==> config.mk <==
export PLATFORM = sky130hd
export DESIGN_NAME = fabric_scan_chain_ctrl
export DESIGN_NICKNAME = d
export VERILOG_FILES = /design/src/rtl/fabric_scan_chain_ctrl_pkg.sv /design/src/rtl/fabric_scan_chain_ctrl_shift_reg.sv /design/src/rtl/fabric_scan_chain_ctrl.sv
export SDC_FILE = /design/constraint.sdc
export NUM_CORES = 1
export LEC_CHECK = 0
export ABC_AREA = 1
export BUFFER_PORTS_ARGS = -buffer_cell sky130_fd_sc_hd__buf_2
export CORE_MARGIN = 3
export CORE_UTILIZATION = 35
export CTS_BUF_LIST = sky130_fd_sc_hd__clkbuf_8
export CTS_CLUSTER_SIZE = 28
export DETAILED_ROUTE_END_ITERATION = 7
export GPL_ROUTABILITY_DRIVEN = 0
export RECOVER_POWER = 25
export SYNTH_ARGS = -nofsm -noshare
export SYNTH_HDL_FRONTEND = slang
export SYNTH_SLANG_ARGS = --single-unit
export TNS_END_PERCENT = 100
==> constraint.sdc <==
create_clock -name clk -period 1.45 [get_ports clk]
set_input_delay 0.145 -clock clk [delete_from_list [all_inputs] [get_ports clk]]
set_output_delay 0.145 -clock clk [all_outputs]
set_load 0.05 [all_outputs]
==> src/rtl/fabric_scan_chain_ctrl_pkg.sv <==
// Shared types and helpers for the fabric scan-chain controller.
`timescale 1ns/1ps
package fabric_scan_pkg;

  typedef enum logic [2:0] {
    IDLE    = 3'd0,
    SHIFT   = 3'd1,
    CAPTURE = 3'd2,
    UNLOAD  = 3'd3,
    DONE    = 3'd4
  } scan_state_e;

  // Counter must be able to represent CHAIN_LEN itself.
  function automatic int cnt_width(input int len);
    return $clog2(len + 1);
  endfunction

endpackage

==> src/rtl/fabric_scan_chain_ctrl_shift_reg.sv <==
// Parallel-load shift register; shifts right with serial_in entering at the MSB.
`timescale 1ns/1ps
module scan_shift_reg #(
  parameter int WIDTH = 16
) (
  input  logic             clk,
  input  logic             rst_n,
  input  logic             load,
  input  logic             shift,
  input  logic [WIDTH-1:0] load_data,
  input  logic             serial_in,
  output logic [WIDTH-1:0] q
);

  logic [WIDTH-1:0] q_r;

  // Load has priority over shift; otherwise hold.
  always_ff @(posedge clk) begin
    if (!rst_n) begin
      q_r <= {WIDTH{1'b0}};
    end else if (load) begin
      q_r <= load_data;
    end else if (shift) begin
      q_r <= {serial_in, q_r[WIDTH-1:1]};
    end else begin
      q_r <= q_r;
    end
  end

  assign q = q_r;

endmodule

==> src/rtl/fabric_scan_chain_ctrl.sv <==
// Scan controller for a chain of ff_phy tiles: serial load, optional capture,
// serial unload, and a held parallel result with valid/ready handshake.
`timescale 1ns/1ps
module fabric_scan_chain_ctrl
  import fabric_scan_pkg::*;
#(
  parameter int CHAIN_LEN = 16
) (
  input  logic                 clk,
  input  logic                 global_resetn,
  input  logic                 start,
  input  logic                 capture_en,
  input  logic [CHAIN_LEN-1:0] pattern,
  output logic                 scan_en,
  output logic                 scan_mode,
  output logic                 scan_si,
  input  logic                 scan_so,
  output logic                 busy,
  output logic [CHAIN_LEN-1:0] result_data,
  output logic                 result_valid,
  input  logic                 result_ready
);

  localparam int               CNT_W    = cnt_width(CHAIN_LEN);
  localparam logic [CNT_W-1:0] CNT_LAST = CNT_W'(CHAIN_LEN - 1);

  scan_state_e          state_r;
  scan_state_e          state_s;
  logic [CNT_W-1:0]     cnt_r;
  logic                 cap_en_r;
  logic                 scan_en_r;
  logic                 scan_mode_r;
  logic                 busy_r;
  logic                 result_valid_r;
  logic [CHAIN_LEN-1:0] result_data_r;
  logic                 scan_en_s;
  logic                 scan_mode_s;
  logic                 busy_s;
  logic                 load_s;
  logic                 shifting_s;
  logic                 last_s;
  logic [CHAIN_LEN-1:0] pat_q_s;
  logic [CHAIN_LEN-1:0] cap_q_s;
  logic                 unused_pat_s;

  assign load_s     = (state_r == IDLE) && start;
  assign shifting_s = (state_r == SHIFT) || (state_r == UNLOAD);
  assign last_s     = (cnt_r == CNT_LAST);

  // The pattern register drains to zero while shifting, so its LSB is
  // already 0 in CAPTURE/UNLOAD/DONE and can drive scan_si directly.
  scan_shift_reg #(.WIDTH(CHAIN_LEN)) u_pat_reg (
    .clk       (clk),
    .rst_n     (global_resetn),
    .load      (load_s),
    .shift     (state_r == SHIFT),
    .load_data (pattern),
    .serial_in (1'b0),
    .q         (pat_q_s)
  );

  scan_shift_reg #(.WIDTH(CHAIN_LEN)) u_cap_reg (
    .clk       (clk),
    .rst_n     (global_resetn),
    .load      (1'b0),
    .shift     (shifting_s),
    .load_data ({CHAIN_LEN{1'b0}}),
    .serial_in (scan_so),
    .q         (cap_q_s)
  );

  assign unused_pat_s = ^pat_q_s[CHAIN_LEN-1:1];

  // Next-state and next-cycle output decode.
  always_comb begin
    state_s = state_r;
    case (state_r)
      IDLE: begin
        if (start) state_s = SHIFT;
        else       state_s = IDLE;
      end
      SHIFT: begin
        if (last_s) state_s = cap_en_r ? CAPTURE : DONE;
        else        state_s = SHIFT;
      end
      CAPTURE: state_s = UNLOAD;
      UNLOAD: begin
        if (last_s) state_s = DONE;
        else        state_s = UNLOAD;
      end
      DONE: begin
        if (result_valid_r && result_ready) state_s = IDLE;
        else                                state_s = DONE;
      end
      default: state_s = IDLE;
    endcase
    scan_en_s   = (state_s == SHIFT) || (state_s == UNLOAD);
    scan_mode_s = (state_s == SHIFT) || (state_s == CAPTURE) || (state_s == UNLOAD);
    busy_s      = (state_s != IDLE);
  end

  // State, counter, registered outputs and result holding.
  always_ff @(posedge clk) begin
    if (!global_resetn) begin
      state_r        <= IDLE;
      cnt_r          <= {CNT_W{1'b0}};
      cap_en_r       <= 1'b0;
      scan_en_r      <= 1'b0;
      scan_mode_r    <= 1'b0;
      busy_r         <= 1'b0;
      result_valid_r <= 1'b0;
      result_data_r  <= {CHAIN_LEN{1'b0}};
    end else begin
      state_r     <= state_s;
      scan_en_r   <= scan_en_s;
      scan_mode_r <= scan_mode_s;
      busy_r      <= busy_s;
      if (load_s) begin
        cap_en_r <= capture_en;
      end else begin
        cap_en_r <= cap_en_r;
      end
      if (load_s || (state_r == CAPTURE)) begin
        cnt_r <= {CNT_W{1'b0}};
      end else if (shifting_s) begin
        cnt_r <= last_s ? {CNT_W{1'b0}} : cnt_r + CNT_W'(1);
      end else begin
        cnt_r <= cnt_r;
      end
      // The capture register is complete on entry to DONE; publish it with valid.
      if ((state_r == DONE) && !result_valid_r) begin
        result_valid_r <= 1'b1;
        result_data_r  <= cap_q_s;
      end else if ((state_r == DONE) && result_ready) begin
        result_valid_r <= 1'b0;
        result_data_r  <= result_data_r;
      end else begin
        result_valid_r <= result_valid_r;
        result_data_r  <= result_data_r;
      end
    end
  end

  assign scan_en      = scan_en_r;
  assign scan_mode    = scan_mode_r;
  assign scan_si      = pat_q_s[0];
  assign busy         = busy_r;
  assign result_valid = result_valid_r;
  assign result_data  = result_data_r;

endmodule

==> flow_summary.toml, run 1 <==
[status]
status = "finished, final reports clean"

[synth]
yosysWarnings = 0
syn_area_um2 = 2524
async_reset_ff_share_pct = 0
synth_top_area_share_pct = 48.39
synth-seq-area-share_pct = 48.39
yosys.cell_count.top_type = "nand2_1"
avgSynthCellArea_um2 = 7.624
synth_top_area_cell = "dfxtp_1"
synth_fp_nets = 354
ys_types = 31
synth_edf_count = 0
synth_seq_cells = 61
synthTopCellsByCount = "nand2_1 (63), dfxtp_1 (61), nand3_1 (51)"
ys.flop_type = "dfxtp_1"
syn-instance-count = 331
synthTopCellsByArea = "dfxtp_1 (48%), nand3_1 (10%), nand2_1 (9.4%)"

[floorplanning]
core_area_um2 = 6907
die_x_um = 90.92
row_count = 30
start_util_pct = 36.54
die_h_um = 90.92
die_area_um2 = 8266
top_level_ports = 43

[worst_setup_path]
path_max_fanout = 2
rr_worst_depth = 6
crit_type = "reg -> out"
critPathSlowestCell = "clkbuf_1"
arrival_ps = 1150
critPathRequiredTime_ps = 1310
critPathMaxStageDelay_ps = 480
rrSetupSlack_ps = 180
cp_num_cells = 1
critical-path-top-delay-family = "buffers and inverters"
start_kind = "register"
crit_chain = "clkbuf_1"
end_kind = "primary output"
crit_buf_inv = 1

[clock_network]
cts-root-buf = "clkbuf_8"
h-tree-depth = 3
cts_buffers = 9
clock_sinks = 61
cts_tree = "built"
cts_setup_buffers = 0
worstSkewPairLatency_ps = 340
clock_path_buffers = 2
clk_pin_slew_ps = 70

[routing]
drtPass1Iterations = 4
postRouteAntennaNets = 0
via_per_inst = 4.481
drc_errors = 0
vias = 2142
drt-wirelength-per-cell_um = 10.87
drt-total-wl_um = 5194
drt-initial-drc-count = 63

[placement]
io_buffers = 42
place_inst = 462
dp_hpwl_um = 3601
dpl_cell_area_um2 = 2823
dp_worst_setup_slack_ps = 119.3

[final_layout]
antenna_cells = 0
drive_gt1_share_pct = 17.80
nFillCells = 768
finish.utilization_pct = 43.51
layout.nets = 400
design_area_um2 = 3005
area_growth_pct = 19.09
final_cells = 478

[flow_run]
maxCapViolations = 0

[timing]
min_period_over_period_pct = 89.48
worst_slew_pin_slew_ps = 608.2
hold_slack_ps = 65.05
period_minus_slack_ps = 1297
finalHoldViolCount = 0
finalSetupTns_ps = 0
rsz0062_at_grt = "false"
fmax_mhz = 770.7
skew_ps = 8.478
final-setup-viol-count = 0
worst_slack_ps = 152.5
maxSlewViolCount = 0
relSlewSlack_pct = 59.63

[power]
total_power_mw = 3.704
ir_drop_mv = 0.7094
p_leak_nw = 1.303
p_per_area_nw_per_um2 = 1232

[global_routing]
antenna_found_initial = 0
grt_pass1_wl_um = 9259
grt_max_degree = 20
overflow = 0
track_usage_pct = 13.64
grt_pass1_vias = 2169

[worst_hold_path]
min_delay_path_depth = 3
hp-class = "in -> reg"
state kept, by name, indices dropped and copies added (netlist names), 3 cells and up:
| register | count |
|---|---|
| state_r | 3 |
| cnt_r | 5 |
| result_data | 16 |
| u_cap_reg.q | 16 |
| u_pat_reg.q | 16 |
worst min-delay path: cells and delay by family:
| kind | cells | cell delay (ps) |
|---|---|---|
| buffers and inverters | 1 | 100 |
| and+or+nand+nor | 1 | 50 |
| AOI/OAI and AO/OA | 1 | 50 |
report_power, final:
part | total [mW] | internal [mW] | switching (mW)
clock network | 1.49 | 0.836 | 0.656
registers | 1.83 | 1.77 | 0.0556
logic | 0.387 | 0.145 | 0.242
layout make-up:
type / count / area (µm²) / share of cell area, %
inverters: 29 / 108.9 / 3.622
well taps: 96 / 120.1 / 3.997
clock inverters: 6 / 62.56 / 2.082
repair buffers: 52 / 261.5 / 8.701
flip-flops and latches: 61 / 1224 / 40.72
multi-input cells: 224 / 1091 / 36.30
clock buffers: 10 / 137.6 / 4.580
worst paths after layout:
check                  start         endpoint
max          result_data[12]  result_data[12]
min              pattern[15]  u_pat_reg.q[15]
max reg2reg       state_r[1]  u_pat_reg.q[13]
min reg2reg         cnt_r[4]         cnt_r[4]
layout by cell type, fill, tap and decap left out, types with 4 or more instances in the layout:
master	netlist	final
a21oi_1	20	20
buf_2	5	23
buf_4	2	10
clkbuf_1	5	19
clkbuf_8	0	10
dfxtp_1	61	59
inv_1	24	24
nand2_1	63	63
nand3_1	51	51
nor2_1	41	41
o21ai_0	19	19
or2_1	8	8
or2_2	4	4
kinds of logic after synthesis:
logic type               synth area share, %
AO/OA/AOI/OAI                          8.280
XOR/XNOR                              0.6942
adder cells (fa/ha/maj)               0.4957
buffers and inverters                  8.577
flip-flops                             48.39
AND/OR/NAND/NOR                        33.57
routing by layer:
layer | track usage, % | wire [µm]
met1 | 15.78 | 2491
met2 | 23.16 | 2327
met3 | 4.167 | 286
met4 | 6.030 | 88
met5 | 0 | 0
timing repair:
item / CTS / global route
gates resized for setup: 0 / 2
hold buffers: 0 / 0
hold endpoints to repair: 0 / 0
endpoints found under the setup margin: 0 / 2
No activity file was read; power rests on OpenSTA's default activity.
==> run 2, diff against run 1 <==
- CORE_UTILIZATION: 35 -> 57
- GPL_ROUTABILITY_DRIVEN: 0 -> not set
- PLACE_DENSITY: not set -> 0.81
==> flow_summary.toml, run 2 (synthesis results as in run 1) <==
[routing]
drt-total-wl_um = 4747
vias = 2162
drtPass1Iterations = 4
drc_errors = 0
drt-initial-drc-count = 80
drt-wirelength-per-cell_um = 11.09
postRouteAntennaNets = 0
via_per_inst = 5.051

[clock_network]
worstSkewPairLatency_ps = 340
h-tree-depth = 3
cts_buffers = 9
cts-root-buf = "clkbuf_8"
clock_path_buffers = 2
cts_tree = "built"
hold_buffers = 0
clock_sinks = 61
clk_pin_slew_ps = 60

[floorplanning]
start_util_pct = 60.90
die_x_um = 72.54
top_level_ports = 43
die_h_um = 72.54
row_count = 23
core_area_um2 = 4144
die_area_um2 = 5262

[placement]
io_buffers = 42
place_inst = 413
dpl_cell_area_um2 = 2755
gp_congestion = 0.7974
dp_worst_setup_slack_ps = 74.93
dp_hpwl_um = 3326

[timing]
hold_slack_ps = 67.71
final-setup-viol-count = 0
fmax_mhz = 762.9
finalHoldViolCount = 0
finalSetupTns_ps = 0
min_period_over_period_pct = 90.40
period_minus_slack_ps = 1311
relSlewSlack_pct = 60.38
skew_ps = 7.478
worst_slew_pin_slew_ps = 596.9
maxSlewViolCount = 0
worst_slack_ps = 139.2

[final_layout]
layout_common_cells = "nand2_1 (63), dfxtp_1 (60), nand3_1 (51)"
drive_gt1_share_pct = 17.20
finish.utilization_pct = 70.71
design_area_um2 = 2930
layout.nets = 397
antenna_cells = 0
area_growth_pct = 16.11
final_common_cell = "nand2_1"
final_cells = 428

[global_routing]
overflow = 0
grt_pass1_wl_um = 8114
track_usage_pct = 20.17
grt_max_degree = 25
antenna_found_initial = 0
grt_pass1_vias = 1905

[worst_hold_path]
hp-class = "in -> reg"
worstHoldStart = "scan_so"

[worst_setup_path]
end_kind = "register"
startpoint = "state_r[2]"
critPathRequiredTime_ps = 1680
arrival_ps = 1540
start_kind = "register"
path_max_fanout = 18
r2r-start = "state_r[2]"
crit_type = "reg -> reg"

[status]
status = "finished, final reports clean"

[power]
total_power_mw = 3.560
p_leak_nw = 1.309
ir_drop_mv = 0.8213
p_per_area_nw_per_um2 = 1215

[flow_run]
maxCapViolations = 0
run 2: cell types whose count changed in the layout (fill, tap and decap cells not counted), moves of 2 or more:
cell / before / now
buf_4: 10 / 5
buf_2: 23 / 27
clkbuf_1: 19 / 15
clkbuf_8: 10 / 12
clkinv_2: 3 / 1
clkinv_4: 2 / 0
inv_1: 24 / 26
run 2: final cells by class:
class                           instances  area, µm²
Sequential cell                        61       1222
Fill cell                             377       1214
Multi-Input combinational cell        224       1096
Timing Repair Buffer                   49      260.3
Clock buffer                           12      165.2
Inverter                               29      111.4
Tap cell                               50      62.56
Clock inverter                          3      12.51
run 2: where the power goes:
part	internal (mW)	switching, mW
clock	0.735	0.609
combinational	0.148	0.242
sequential	1.77	0.0557
run 2: worst paths after layout:
path	slack, ps	cells after the start	end
setup / recovery	140	7	cnt_r[2]
hold / removal	70	3	u_cap_reg.q[15]
setup reg to reg	140	7	cnt_r[2]
hold reg to reg	460	2	cnt_r[4]
run 2: critical path, stage by stage (launching register included):
cell and delay (ps):
dfxtp_1 320, inv_2 120, nand2_2 160, inv_4 120, buf_6 180, nand2_1 90, xor2_1 150, nor2_1 60
run 2: what timing repair did:
item | in CTS | in global routing
resized for setup | 0 | 4
buffers inserted | 0 | 0
setup endpoints to repair | 0 | 11
run 2: layer usage:
metal | wire length (µm) | GRT usage [%] | share of wire [%]
met5 | 0 | 0 | 0
met4 | 89 | 10.25 | 1.9
met3 | 269 | 8.310 | 5.7
met2 | 2256 | 32.67 | 48
met1 | 2130 | 22.70 | 45
